[config.mk]
export PLATFORM = sky130hd
export DESIGN_NAME = spi_master_gen2
export DESIGN_NICKNAME = d
export VERILOG_FILES = /design/src/rtl/spi_master_gen2.sv
export SDC_FILE = /design/constraint.sdc
export NUM_CORES = 1
export LEC_CHECK = 0
export BUFFER_PORTS_ARGS = -buffer_cell sky130_fd_sc_hd__buf_2
export CAP_MARGIN = 30
export CORE_MARGIN = 3
export CORE_UTILIZATION = 53
export CTS_BUF_LIST = sky130_fd_sc_hd__clkbuf_4 sky130_fd_sc_hd__clkbuf_8
export DETAILED_ROUTE_END_ITERATION = 12
export PLACE_DENSITY_LB_ADDON = 0.2
export SYNTH_ARGS = -nofsm -noshare
export SYNTH_HDL_FRONTEND = slang
export SYNTH_SLANG_ARGS = --single-unit
[constraint.sdc]
create_clock -name clk -period 2.05 [get_ports clk]
set_clock_uncertainty 0.15 [all_clocks]
set_input_delay 0.1025 -clock clk [delete_from_list [all_inputs] [get_ports clk]]
set_output_delay 0.1025 -clock clk [all_outputs]
set_load 0.02 [all_outputs]
[src/rtl/spi_master_gen2.sv]
// Parametrised SPI master: all CPOL/CPHA modes, full-duplex, start/busy/done handshake.
// Optional macro SPI_LSB_FIRST_EN adds the lsb_first port for LSB-first shifting.
module spi_master_gen2 #(
    parameter int DATA_W   = 8,
    parameter int NUM_SS   = 2,
    parameter int SS_SEL_W = 1,
    parameter int DIV_W    = 8
) (
    input  logic                clk,
    input  logic                rst,
    input  logic                start,
    input  logic [DATA_W-1:0]   tx_data,
    input  logic [SS_SEL_W-1:0] ss_sel,
    input  logic [DIV_W-1:0]    clk_div,
    input  logic                cpol,
    input  logic                cpha,
`ifdef SPI_LSB_FIRST_EN
    input  logic                lsb_first,
`endif
    input  logic                MISO,
    output logic                MOSI,
    output logic                SCLK,
    output logic [NUM_SS-1:0]   SS_N,
    output logic                busy,
    output logic                done,
    output logic [DATA_W-1:0]   rx_data
);
    localparam int EC_W = $clog2(2*DATA_W) + 1;
    localparam logic [EC_W-1:0] EDGES     = EC_W'(2*DATA_W);
    localparam logic [EC_W-1:0] LAST_EDGE = EC_W'(2*DATA_W - 1);
    localparam logic [SS_SEL_W:0] SS_LIMIT = (SS_SEL_W+1)'(NUM_SS);

    typedef enum logic [1:0] {IDLE, SETUP, SHIFT, HOLD} state_t;
    state_t state, state_nxt;

    logic [DIV_W-1:0]  div_q, div_cnt;
    logic [EC_W-1:0]   ecnt;
    logic [DATA_W-1:0] tx_sh, rx_sh, tx_load;
    logic [NUM_SS-1:0] ss_n_q;
    logic cpha_q, lsb_q, lsb_sel, sclk_q, mosi_q;
    logic accept, tick, lead, sample;

`ifdef SPI_LSB_FIRST_EN
    assign lsb_sel = lsb_first;
`else
    assign lsb_sel = 1'b0;
`endif

    function automatic logic [DATA_W-1:0] bit_rev(input logic [DATA_W-1:0] v);
        logic [DATA_W-1:0] r;
        for (int i = 0; i < DATA_W; i++) r[i] = v[DATA_W-1-i];
        return r;
    endfunction

    assign accept  = (state == IDLE) && start && ({1'b0, ss_sel} < SS_LIMIT);
    assign tick    = (div_cnt == div_q);
    // ecnt holds edges already issued, so the edge about to fire is odd when ecnt is even
    assign lead    = ~ecnt[0];
    assign sample  = lead ^ cpha_q;
    assign tx_load = lsb_sel ? bit_rev(tx_data) : tx_data;

    assign MOSI = mosi_q;
    assign SCLK = sclk_q;
    assign SS_N = ss_n_q;
    assign busy = (state != IDLE);

    always_ff @(posedge clk) begin
        if (rst) state <= IDLE;
        else     state <= state_nxt;
    end

    always_comb begin
        state_nxt = state;
        case (state)
            IDLE:    if (accept) state_nxt = SETUP;
            SETUP:   if (tick) state_nxt = SHIFT;
            SHIFT:   if (tick && ecnt == EDGES) state_nxt = HOLD;
            HOLD:    if (tick) state_nxt = IDLE;
            default: state_nxt = IDLE;
        endcase
    end

    always_ff @(posedge clk) begin
        if (rst) begin
            div_q   <= '0;
            div_cnt <= '0;
            ecnt    <= '0;
            tx_sh   <= '0;
            rx_sh   <= '0;
            cpha_q  <= 1'b0;
            lsb_q   <= 1'b0;
            sclk_q  <= 1'b0;
            mosi_q  <= 1'b0;
            ss_n_q  <= '1;
            done    <= 1'b0;
            rx_data <= '0;
        end else begin
            done <= 1'b0;
            if (state == IDLE) begin
                if (accept) begin
                    div_q   <= clk_div;
                    cpha_q  <= cpha;
                    lsb_q   <= lsb_sel;
                    sclk_q  <= cpol;
                    div_cnt <= '0;
                    ecnt    <= '0;
                    rx_sh   <= '0;
                    ss_n_q  <= ~(NUM_SS'(1) << ss_sel);
                    // cpha=0 samples on the first edge, so the first bit must already be out
                    if (cpha) begin
                        mosi_q <= 1'b0;
                        tx_sh  <= tx_load;
                    end else begin
                        mosi_q <= tx_load[DATA_W-1];
                        tx_sh  <= tx_load << 1;
                    end
                end
            end else begin
                div_cnt <= tick ? '0 : div_cnt + 1'b1;
                if (tick && state == HOLD) begin
                    ss_n_q  <= '1;
                    mosi_q  <= 1'b0;
                    done    <= 1'b1;
                    rx_data <= lsb_q ? bit_rev(rx_sh) : rx_sh;
                end else if (tick && ecnt != EDGES) begin
                    ecnt   <= ecnt + 1'b1;
                    sclk_q <= ~sclk_q;
                    if (sample) begin
                        rx_sh <= {rx_sh[DATA_W-2:0], MISO};
                    end else if (ecnt != LAST_EDGE) begin
                        mosi_q <= tx_sh[DATA_W-1];
                        tx_sh  <= tx_sh << 1;
                    end
                end
            end
        end
    end
endmodule
==> results_dict.tcl <==
set metrics [dict create \
    wl_per_cell_um 13.50 \
    run_status "complete, no violations" \
    io_pins 37 \
    drtIter0Drc 101 \
    tightestPinTransition_ns 0.4121 \
    synth.distinct_cells 49 \
    root_buffer "clkbuf_8" \
    maxCapViolations 0 \
    drive_gt1_frac 0.2869 \
    instances_no_fill 424 \
    finalCriticalPeriod_ns 1.965 \
    num_rows 24 \
    n_antenna_cell 0 \
    utilization 0.7238 \
    finalCritPeriodShare 0.9587 \
    place_congestion 0.7866 \
    io_buffers 36 \
    crit_type "reg2reg" \
    core_area_um2 4534 \
    finalSetupTns_ns 0 \
    final_cell_mix "dfxtp_1, nand2_1, buf_2, a21oi_1, buf_4" \
    routed_wl_um 5725 \
    nFillCells 340 \
    syn_inst 291 \
    vias 2257 \
    grt_first_pass_wirelength_um 9142 \
    syn_area_um2 2587 \
    synth-main-ff-cell "dfxtp_1" \
    die_h_um 75.87 \
    grt_max_degree 23 \
    dpl.hpwl_um 3869 \
    clk_latency_ns 0.31 \
    power_density_nw_per_um2 1142 \
    syn2layout_area_growth_pct 26.84 \
    yosys_warnings 0 \
    max_freq_ghz 0.5088 \
    syn-num-nets 322 \
    drv_slew 0 \
    slowest_delay_ns 0.34 \
    ir_drop_uv 534.0 \
    slowest_stage "dfxtp_1" \
    grt_pass1_vias 2056 \
    finalHoldViolCount 0 \
    setup.worst_path.end_class "register" \
    fin_ws_ns 0.08476 \
    antenna_found_initial 0 \
    timing.hold.ws_ns 0.009884 \
    synth-edff-count 0 \
    nets 389 \
    htree_levels 2 \
    synth_async_sr_flop_share 0 \
    clock-sinks 53 \
    power.total_mw 3.748 \
    chipWidth_um 75.87 \
    cts_tree "built" \
    mostFrequentLayoutCell "dfxtp_1" \
    postRouteAntennaNets 0 \
    worst-path-max-fanout 8 \
    synth.avg_cell_area_um2 8.892 \
    pre_cts_slack_ns 0.002935 \
    fin_area_um2 3282 \
    clockBufferDepth 2 \
    setup_violations 0 \
    drc 0 \
    cpMostUsedCell "buf_4" \
    dieArea_um2 5756 \
    rsz0062_at_grt "true" \
    path_cells "xor2_1, nor4_4, buf_4, buf_4, a21oi_2, o32a_1, a211oi_2" \
    track_usage 0.2041 \
    place_inst 397 \
    cp.arrival_ns 2.06 \
    cts_buffers 5 \
    crit_required_ns 2.14 \
    p_leak_nw 1.379 \
    yosysSeqAreaShare 0.4101 \
    clk_pin_slew_ns 0.10 \
    vias_per_cell 5.323 \
    relSlewSlack 0.7233 \
    start_kind "register" \
    first_pass_iters 4 \
    grt.overflow.total 0 \
    synth_seq_cells 53 \
    start_util 0.5706 \
    postPlaceCellArea_um2 2935 \
    hold_class "in2reg" \
]
==> sequential cells by signal, summed over array words and instances, names as in the netlist <==
register,cells
MOSI,1
SCLK,1
SS_N,2
cpha_q,1
div_cnt,8
div_q,8
done,1
ecnt,5
rx_data,8
rx_sh,8
state,2
tx_sh,8
==> Yosys cell counts, types with 2 or more instances <==
cell,count,share of area
xor2_1,8,0.027
and3_2,2,0.0058
nand3_1,14,0.027
or2b_1,2,0.0058
a21oi_2,2,0.0068
ha_1,8,0.039
a41oi_1,2,0.0068
nor4_4,2,0.016
buf_2,3,0.0058
nor3_1,2,0.0039
a21oi_1,33,0.064
buf_6,4,0.017
inv_1,8,0.012
a211o_2,6,0.023
dfxtp_1,53,0.41
mux2i_1,18,0.070
a311oi_1,6,0.020
and4_1,2,0.0068
nand2_1,46,0.067
buf_4,4,0.012
clkbuf_1,7,0.010
nand2b_1,5,0.012
nor2_1,24,0.035
a31oi_1,2,0.0048
and3_1,4,0.0097
==> area by class of cell <==
type,instances,area (um^2),share of cell area
multi-input cells,211,1426,0.4346
clock inverters,3,25.02,0.007625
clock buffers,5,68.82,0.02097
repair buffers,79,583.1,0.1777
well taps,65,81.33,0.02478
flip-flops and latches,53,1067,0.3252
inverters,8,30.03,0.009150
==> repair_timing <==
action,CTS,global route
hold endpoints to repair,20,0
pin swaps,1,2
resized for setup,0,17
gates cloned,0,1
endpoints found under the setup margin,3,27
hold buffers,12,0
buffers inserted,5,1
==> power by group <==
part	internal (mW)	switching, mW
logic	0.851	1.00
registers	1.18	0.106
clock network	0.247	0.364
==> path summary, 6_finish.rpt <==
check,startpoint,to,slack (ns),depth (start not counted)
worst min-delay path,cpha,cpha_q,0.01,3
worst max-delay path,div_cnt[3],state[0],0.08,7
worst min register to register,tx_sh[1],tx_sh[1],0.31,2
worst max register to register,div_cnt[3],state[0],0.08,7
==> kinds of logic after synthesis <==
logic type,count (synthesis),share of synthesized area
compound gates,64,0.1717
mux,19,0.07398
flops,53,0.4101
buf+inv,27,0.05996
xor+xnor,9,0.03047
simple gates,111,0.2152
fa+ha+maj,8,0.03869
==> routing by layer <==
| layer | vias to the layer above | track usage | wire, um |
|---|---|---|---|
| met3 | 7 | 0.04090 | 230 |
| met5 | - | 0 | 0 |
| met2 | 40 | 0.3356 | 2789 |
| met4 | 0 | 0.07184 | 72 |
| li1 | 1162 | - | - |
| met1 | 1048 | 0.2654 | 2632 |
==> worst max-delay path: cells and delay by family, from the launching register on <==
family          cells  cell delay (ns)
compound gates      3             0.60
buf+inv             2             0.35
flops               1             0.34
simple gates        1             0.27
xor+xnor            1             0.19
Note: power is estimated with default switching activity, not from simulation.
